$ cat src/rtl/lcd_hd44780_writer_if.sv
// Host-side write port of the HD44780 byte writer.
// The host drives a byte and register select; the writer answers with ready/busy.
interface lcd_hd44780_writer_if;
    logic       wr_valid;
    logic       wr_rs;
    logic [7:0] wr_data;
    logic       wr_ready;
    logic       busy;

    modport master (
        output wr_valid, wr_rs, wr_data,
        input  wr_ready, busy
    );

    modport slave (
        input  wr_valid, wr_rs, wr_data,
        output wr_ready, busy
    );
endinterface

$ cat src/rtl/lcd_hd44780_writer.sv
// HD44780 8-bit write-only byte engine: SETUP/PULSE/HOLD/WAIT strobe timing.
// Optional power-up init sequence enabled by defining LCD_INIT_EN.
module lcd_hd44780_writer #(
    parameter int unsigned SETUP_CYC = 4,
    parameter int unsigned PULSE_CYC = 16,
    parameter int unsigned HOLD_CYC  = 4,
    parameter int unsigned EXEC_CYC  = 2500,
    parameter int unsigned CLEAR_CYC = 82000,
    parameter int unsigned PWRUP_CYC = 750000,
    parameter int unsigned CNT_W     = 20
) (
    input  logic                clk,
    input  logic                rst_n,
    lcd_hd44780_writer_if.slave wr,
    output logic                lcd_rs,
    output logic                lcd_rw,
    output logic                lcd_e,
    output logic [7:0]          lcd_db
);

    typedef enum logic [2:0] {
        S_IDLE, S_SETUP, S_PULSE, S_HOLD, S_WAIT, S_PWRUP
    } state_e;

    localparam int unsigned EXEC_T  = (EXEC_CYC > HOLD_CYC) ? EXEC_CYC : HOLD_CYC;
    localparam int unsigned CLEAR_T = (CLEAR_CYC > HOLD_CYC) ? CLEAR_CYC : HOLD_CYC;
    localparam int unsigned MAX_DLY = (PWRUP_CYC > CLEAR_T) ? PWRUP_CYC : CLEAR_T;

    localparam logic [CNT_W-1:0] ONE     = CNT_W'(1);
    localparam logic [CNT_W-1:0] SETUP_L = CNT_W'(SETUP_CYC);
    localparam logic [CNT_W-1:0] PULSE_L = CNT_W'(PULSE_CYC - 1);
    localparam logic [CNT_W-1:0] HOLD_L  = CNT_W'(HOLD_CYC);
    localparam logic [CNT_W-1:0] EXEC_L  = CNT_W'(EXEC_T - 1);
    localparam logic [CNT_W-1:0] CLEAR_L = CNT_W'(CLEAR_T - 1);

    if (((64'(MAX_DLY) - 64'd1) >> CNT_W) != 64'd0) begin : g_cnt_w_chk
        $error("CNT_W too narrow for the longest delay");
    end

    state_e           state_q, state_d;
    logic [CNT_W-1:0] cnt_q, cnt_d;
    logic             rs_q, rs_d;
    logic [7:0]       db_q, db_d;
    logic             e_q, e_d;
    logic             clr_q, clr_d;
    logic             go, fin, go_rs;
    logic [7:0]       go_db;
    logic [CNT_W-1:0] post_m1, hold_len;

`ifdef LCD_INIT_EN
    localparam logic [CNT_W-1:0] PWRUP_L = CNT_W'(PWRUP_CYC - 1);

    logic       init_q, init_d;
    logic [2:0] idx_q, idx_d;

    function automatic logic [7:0] init_byte(input logic [2:0] i);
        case (i)
            3'd0, 3'd1, 3'd2, 3'd3: init_byte = 8'h38;
            3'd4:                   init_byte = 8'h0C;
            3'd5:                   init_byte = 8'h06;
            default:                init_byte = 8'h01;
        endcase
    endfunction
`endif

    // Post-fall delay minus the final cycle, which overlaps the next accept edge.
    assign post_m1  = clr_q ? CLEAR_L : EXEC_L;
    assign hold_len = (post_m1 <= HOLD_L) ? post_m1 : HOLD_L;

    always_comb begin
        state_d = state_q;
        cnt_d   = cnt_q;
        rs_d    = rs_q;
        db_d    = db_q;
        e_d     = e_q;
        clr_d   = clr_q;
        go      = 1'b0;
        fin     = 1'b0;
        go_rs   = wr.wr_rs;
        go_db   = wr.wr_data;
`ifdef LCD_INIT_EN
        init_d  = init_q;
        idx_d   = idx_q;
`endif
        unique case (state_q)
            S_IDLE: go = wr.wr_valid;
            S_SETUP: begin
                if (cnt_q == '0) begin
                    state_d = S_PULSE;
                    e_d     = 1'b1;
                    cnt_d   = PULSE_L;
                end else begin
                    cnt_d = cnt_q - ONE;
                end
            end
            S_PULSE: begin
                if (cnt_q == '0) begin
                    e_d = 1'b0;
                    if (post_m1 == '0) begin
                        fin = 1'b1;
                    end else begin
                        state_d = S_HOLD;
                        cnt_d   = hold_len - ONE;
                    end
                end else begin
                    cnt_d = cnt_q - ONE;
                end
            end
            S_HOLD: begin
                if (cnt_q == '0) begin
                    if (post_m1 <= HOLD_L) begin
                        fin = 1'b1;
                    end else begin
                        state_d = S_WAIT;
                        cnt_d   = post_m1 - HOLD_L - ONE;
                    end
                end else begin
                    cnt_d = cnt_q - ONE;
                end
            end
            S_WAIT: begin
                if (cnt_q == '0) fin = 1'b1;
                else cnt_d = cnt_q - ONE;
            end
            S_PWRUP: begin
`ifdef LCD_INIT_EN
                if (cnt_q == PWRUP_L) begin
                    go    = 1'b1;
                    go_rs = 1'b0;
                    go_db = init_byte(3'd0);
                    idx_d = 3'd0;
                end else begin
                    cnt_d = cnt_q + ONE;
                end
`else
                state_d = S_IDLE;
`endif
            end
            default: state_d = S_IDLE;
        endcase

        if (fin) begin
            state_d = S_IDLE;
`ifdef LCD_INIT_EN
            if (init_q) begin
                if (idx_q == 3'd6) begin
                    init_d = 1'b0;
                end else begin
                    go    = 1'b1;
                    go_rs = 1'b0;
                    idx_d = idx_q + 3'd1;
                    go_db = init_byte(idx_q + 3'd1);
                end
            end
`endif
        end

        if (go) begin
            state_d = S_SETUP;
            cnt_d   = SETUP_L;
            rs_d    = go_rs;
            db_d    = go_db;
            clr_d   = ~go_rs & (go_db[7:2] == 6'd0) & (go_db[1:0] != 2'd0);
        end
    end

    always_ff @(posedge clk or negedge rst_n) begin
        if (!rst_n) begin
`ifdef LCD_INIT_EN
            state_q <= S_PWRUP;
            init_q  <= 1'b1;
            idx_q   <= 3'd0;
`else
            state_q <= S_IDLE;
`endif
            cnt_q   <= '0;
            rs_q    <= 1'b0;
            db_q    <= 8'h00;
            e_q     <= 1'b0;
            clr_q   <= 1'b0;
        end else begin
`ifdef LCD_INIT_EN
            init_q  <= init_d;
            idx_q   <= idx_d;
`endif
            state_q <= state_d;
            cnt_q   <= cnt_d;
            rs_q    <= rs_d;
            db_q    <= db_d;
            e_q     <= e_d;
            clr_q   <= clr_d;
        end
    end

    assign wr.wr_ready = (state_q == S_IDLE);
    assign wr.busy     = (state_q != S_IDLE);
    assign lcd_rs      = rs_q;
    assign lcd_rw      = 1'b0;
    assign lcd_e       = e_q;
    assign lcd_db      = db_q;

endmodule

$ cat src/flat_wrapper.sv
// flat-port wrapper written by rule: the top's interface ports become plain ports
module lcd_hd44780_writer_flat 
#(
    parameter int unsigned SETUP_CYC = 4,
    parameter int unsigned PULSE_CYC = 16,
    parameter int unsigned HOLD_CYC  = 4,
    parameter int unsigned EXEC_CYC  = 2500,
    parameter int unsigned CLEAR_CYC = 82000,
    parameter int unsigned PWRUP_CYC = 750000,
    parameter int unsigned CNT_W     = 20
)
  (clk, rst_n, lcd_rs, lcd_rw, lcd_e, lcd_db, wr_wr_valid, wr_wr_rs, wr_wr_data, wr_wr_ready, wr_busy);
  lcd_hd44780_writer_if wr_i ();
  input  logic clk;
  input  logic rst_n;
  output logic lcd_rs;
  output logic lcd_rw;
  output logic lcd_e;
  output logic [7:0] lcd_db;
  input wire logic [$bits(wr_i.wr_valid)-1:0] wr_wr_valid;
  input wire logic [$bits(wr_i.wr_rs)-1:0] wr_wr_rs;
  input wire logic [$bits(wr_i.wr_data)-1:0] wr_wr_data;
  output wire logic [$bits(wr_i.wr_ready)-1:0] wr_wr_ready;
  output wire logic [$bits(wr_i.busy)-1:0] wr_busy;
  assign wr_i.wr_valid = wr_wr_valid;
  assign wr_i.wr_rs = wr_wr_rs;
  assign wr_i.wr_data = wr_wr_data;
  assign wr_wr_ready = wr_i.wr_ready;
  assign wr_busy = wr_i.busy;
  lcd_hd44780_writer #(.SETUP_CYC(SETUP_CYC), .PULSE_CYC(PULSE_CYC), .HOLD_CYC(HOLD_CYC), .EXEC_CYC(EXEC_CYC), .CLEAR_CYC(CLEAR_CYC), .PWRUP_CYC(PWRUP_CYC), .CNT_W(CNT_W)) u_core (.clk(clk), .rst_n(rst_n), .wr(wr_i), .lcd_rs(lcd_rs), .lcd_rw(lcd_rw), .lcd_e(lcd_e), .lcd_db(lcd_db));
endmodule
$ cat config.mk
export PLATFORM = sky130hd
export DESIGN_NAME = lcd_hd44780_writer_flat
export DESIGN_NICKNAME = d
export VERILOG_FILES = /design/src/rtl/lcd_hd44780_writer_if.sv /design/src/rtl/lcd_hd44780_writer.sv /design/src/flat_wrapper.sv
export SDC_FILE = /design/constraint.sdc
export NUM_CORES = 1
export LEC_CHECK = 0
export BUFFER_PORTS_ARGS = -buffer_cell sky130_fd_sc_hd__buf_2
export CAP_MARGIN = 10
export CORE_MARGIN = 2
export CORE_UTILIZATION = 50
export CTS_CLUSTER_SIZE = 14
export DETAILED_ROUTE_END_ITERATION = 10
export HOLD_SLACK_MARGIN = 0.1
export PLACE_DENSITY = 0.7
export SLEW_MARGIN = 0
export SYNTH_ARGS = -nofsm -noshare
export SYNTH_HDL_FRONTEND = slang
export SYNTH_SLANG_ARGS = --single-unit
$ cat constraint.sdc
create_clock -name clk -period 2.9 [get_ports clk]
set_input_delay 0.58 -clock clk [delete_from_list [all_inputs] [get_ports clk]]
set_output_delay 0.58 -clock clk [all_outputs]
set_load 0.05 [all_outputs]
Yosys cells after proc, flatten, opt, wreduce, memory -nomap -nowiden. Index checks and enable logic that the tools add are counted.

Register bits after elaboration: 34. Input bits: 12. Logic and storage cells: 69.

Add/sub/neg operators: 4. $lt $le $gt $ge: 1. Equality and inequality tests: 15. Multiplexer cells: 28. Bitwise operators: 3. Reduce and logical (&&, ||, !) cells: 12.

Operators with widths (count): 20-bit two-way mux (8); 20-bit case mux with 4 select lines (1); 20-bit by 1-bit subtractor with 20-bit output, second input constant (3); 20-bit logical NOT (2); 3-bit two-way mux (7); 20-bit by 3-bit <= comparator with 1-bit output, second input constant (1); 20-bit by 3-bit subtractor with 20-bit output, second input constant (1); 17-bit two-way mux (1); 4-bit by 1-bit inequality test with 1-bit output, second input constant (3); 3-bit case mux with 4 select lines (1); 1-bit two-way mux (8); 4-bit by 2-bit inequality test with 1-bit output, second input constant (2); 4-bit by 3-bit inequality test with 1-bit output, second input constant (2); 3-bit by 2-bit == test with 1-bit output, second input constant (2); 6-bit logical NOT (1); 6-bit AND reduction (1); 5-bit nonzero test (1); 2-bit by 1-bit inequality test with 1-bit output, second input constant (2); 4-bit AND reduction (1); 2-bit nonzero test (2); 3-bit by 1-bit == test with 1-bit output, second input constant (1); 3-bit == test, second input constant (1); 3-bit logical NOT (1); 3-bit by 1-bit inequality test with 1-bit output, second input constant (1); 8 further kinds (9).

Depth between registers and ports, before layout.
Depth after elaboration: 8. Gate-level depth with buffers: 9. Depth with buffers taken out: 8.

Least setup slack after synthesis. Ideal clock, no wire load.

Kind: register to register. Start: register u_core.state_q[2]. End: register u_core.cnt_q[0]. Library setup time: 0.134 ns. Arrival: 2.135 ns. Required time: 2.766 ns. Setup slack: 0.631 ns. Cell stages (with the launch flop): 8. Path buffers: 1. Period minus slack after synthesis: 2.269 ns. Cell sequence: dfrtp_1 buf_2 or3_4 inv_1 nand2_1 a221o_1 a211oi_1 a221oi_1.

Longest elaborated chain between the ends: 4.

RTL lines: from (decl) (line lcd_hd44780_writer.sv:40) `state_e state_q, state_d;`; from (signal assigned) (line lcd_hd44780_writer.sv:186) `state_q <= state_d;`; 3-bit logical NOT (*); via wr_wr_ready (line flat_wrapper.sv:23) `output wire logic [$bits(wr_i.wr_ready)-1:0] wr_wr_ready;`; 1-bit two-way mux (*) (line lcd_hd44780_writer.sv:85) `unique case (state_q)`; 4-bit by 3-bit inequality test with 1-bit output (no line), or another cell as far along; 4-bit AND reduction (no line); to (signal assigned) (line lcd_hd44780_writer.sv:187) `cnt_q <= cnt_d;`; to (decl) (line lcd_hd44780_writer.sv:41) `logic [CNT_W-1:0] cnt_q, cnt_d;`.

Mark *: on every way through the listed nets, which the timed path passes. The rest lies on a longest branch. A chain may end at the register's enable or synchronous reset.

Worst setup path after layout.
Start: register u_core.cnt_q[0]. End: register u_core.cnt_q[2].

Longest elaborated chain between the ends: 4.

RTL lines: 20-bit by 1-bit subtractor with 20-bit output / 20-bit logical NOT (equally long branches); 20-bit two-way mux (on tied branches); 20-bit case mux with 4 select lines (line lcd_hd44780_writer.sv:85); 20-bit two-way mux (line lcd_hd44780_writer.sv:158) `if (go) begin`.

Several ways; a longest one is shown, not always the timed one. The select of a mux whose other input is x is not followed.

==> flow_summary.yaml <==
setup_path:
  worstPathRequired_ns: 3.08
  cp-start-kind: "register"
  endpoint_kind: "register"
  worstSetupPathType: "reg -> reg"
  r2r_setup_slack_ns: 0.66
  cp.arrival_ns: 2.43
  crit_path_max_fanout: 7
yosys:
  synth_warnings: 0
  synthArstFlopShare_pct: 100
  ys_seq_elements: 34
  seq_area_frac_synth_pct: 42.4
  synth_top_area_share_pct: 42.4
  synth.avg_cell_area_sq_um: 9.00
  synth_area_leaders: "dfrtp_1 (42%), nor2_1 (5.8%), mux2_2 (5.0%)"
  synth-edff-count: 0
  ys.flop_type: "dfrtp_1"
  postSynthCellCount: 223
  synth.distinct_cells: 49
  yosysTopAreaCell: "dfrtp_1"
  syn_nets: 237
  netlist_area_sq_um: 2010
placed_design:
  pre_cts_slack_ns: 0.699
  numPortBuffers: 23
  gp_congestion: 0.879
  post-dp-hpwl_um: 3330
  placed_area_sq_um: 2180
die:
  die_h_um: 67.4
  die_area_sq_um: 4540
  die_w_um: 67.4
  io_pins: 25
  rows: 23
  core_area_sq_um: 3940
  start_util_pct: 50.9
sta:
  maxSlewViolCount: 0
  fin_skew_ns: 0.00819
  fin_tns_setup_ns: 0
  whs_ns: 0.352
  relSlewSlack_pct: 49.5
  hold_viol_final: 0
  fin_ws_ns: 0.657
  min_period_ns: 2.24
  final.period_utilization_pct: 77.4
  finalSetupViolations: 0
  clock.fmax_ghz: 0.446
  max_slew.worst_pin.slew_ns: 0.758
  rsz0062_at_grt: "no"
global_routing:
  first_global_vias: 1617
  grt_util_all_layers_pct: 23.5
  grt_pass1_wl_um: 7810
  grt_max_degree: 35
  overflow: 0
  antenna_found_initial: 0
routing:
  drtIter0Drc: 165
  drt-wirelength-per-cell_um: 15.7
  vias: 1779
  ant_nets: 0
  drt-total-wl_um: 4720
  viasPerCell: 5.93
  drc: 0
  dr.pass1.iters: 4
status:
  status: "finished, final reports clean"
finish:
  final_nets: 263
  mostFrequentLayoutCell: "dfrtp_1"
  syn_to_final_growth_pct: 14.1
  diodes: 0
  utilization_pct: 58.1
  drive_gt1_share_pct: 22.8
  layout_common_cells: "dfrtp_1 (34), nor2_1 (31), buf_2 (23), nand2_1 (22), o21ai_0 (14)"
  stdcell_area_sq_um: 2290
power_and_ir_drop:
  ir_drop_uv: 349
  power_leakage_nw: 1.00
  powerDensity_nw_per_um2: 412
clock_network:
  cts_buffers: 5
  post_cts_resized: 0
  cts_tree: "done"
  htreeDepth: 2
  post_cts_buffers: 0
  clk_path_buf_depth: 2
  clk_latency_ns: 0.29
  cts_root_buf: "clkbuf_8"
  postCtsHoldBufs: 0
  cts.clk_slew.worst_paths_ns: 0.08
  clock-sinks: 34
min_path:
  hold_path_class: "in -> async"
run:
  maxCapViolations: 0
power breakdown:
part / switching, mW / total, mW / leakage [nW] / internal [mW]
registers: 0 / 0.474 / 0.434 / 0.474
logic: 0.0157 / 0.0215 / 0.517 / 0.00578
clock network: 0.192 / 0.448 / 0.0504 / 0.256
sequential cells by signal, indices dropped and copies added (netlist names):
register	flops
u_core.lcd_db	8
u_core.clr_q	1
u_core.cnt_q	20
u_core.lcd_e	1
u_core.state_q	3
u_core.lcd_rs	1
final cells by class:
| type | instances | area, sq um |
|---|---|---|
| clock buffer | 5 | 68.8 |
| tap | 50 | 62.6 |
| multi-input combinational | 172 | 1080 |
| timing repair buffer | 27 | 145 |
| clock inverter | 3 | 45.0 |
| fill | 354 | 1650 |
| sequential | 34 | 851 |
| inverter | 9 | 33.8 |
synth_stat cells, types with 2 or more instances:
cell type  count
nand2b_1       2
nor3_1        12
o31a_1         2
clkbuf_1       3
nor2b_1        2
a211oi_1       4
nor3_2         3
nor4_2         2
nand2_1       22
buf_2          3
inv_1          9
nand4_1        4
xor2_1         6
dfrtp_1       34
a31oi_1        5
or3_1          3
xnor2_1        4
o21ai_0       14
nor2_1        31
ha_1           2
mux2_2         9
and3_1         2
nor4_1         2
a21oi_1        8
o211ai_1       7
o31ai_1        3
nand3_1        3
cell families after synthesis:
family	share of synthesized area [%]
other	0.187
muxes	5.05
buffers and inverters	3.62
AOI/OAI and AO/OA	17.0
DFF	42.4
xor gates and xnor gates	4.36
and+or+nand+nor	25.6
adders and majority gates	1.81
worst paths after layout:
check	from	endpoint	cells past startpoint
hold reg to reg	u_core.lcd_db[5]$_DFFE_PN0P_	u_core.lcd_db[5]$_DFFE_PN0P_	1
max in group asynchronous	rst_n	u_core.cnt_q[15]$_DFFE_PN0P_	1
setup reg to reg	u_core.cnt_q[0]$_DFFE_PN0P_	u_core.cnt_q[2]$_DFFE_PN0P_	8
hold / removal	rst_n	u_core.state_q[1]$_DFFE_PN0P_	1
setup / recovery	u_core.cnt_q[0]$_DFFE_PN0P_	u_core.cnt_q[2]$_DFFE_PN0P_	8
min in group clk	u_core.lcd_db[5]$_DFFE_PN0P_	u_core.lcd_db[5]$_DFFE_PN0P_	1
per-stage QoR:
step	cells	power, mW
after global placement	292	0.505
after global routing	300	0.973
final	300	0.943
after CTS	300	0.949
after detailed placement	292	0.506
after floorplan	223	0.488
per-layer routing:
layer	GRT usage [%]	vias up	share of wire, %
met4	6.63	0	1.3
li1	-	854	-
met5	0	-	0
met3	5.17	9	6.0
met2	36.4	77	46
met1	33.2	839	46
worst max-delay path, stage by stage, from the launching register on:
cell and delay, ns:
dfrtp_1 0.42, inv_1 0.12, ha_1 0.15, nor4b_2 0.27, and3_1 0.27, a21oi_1 0.10
nor2_1 0.44, a211oi_1 0.13, o22a_1 0.24
(Power assumes the default switching activity.)
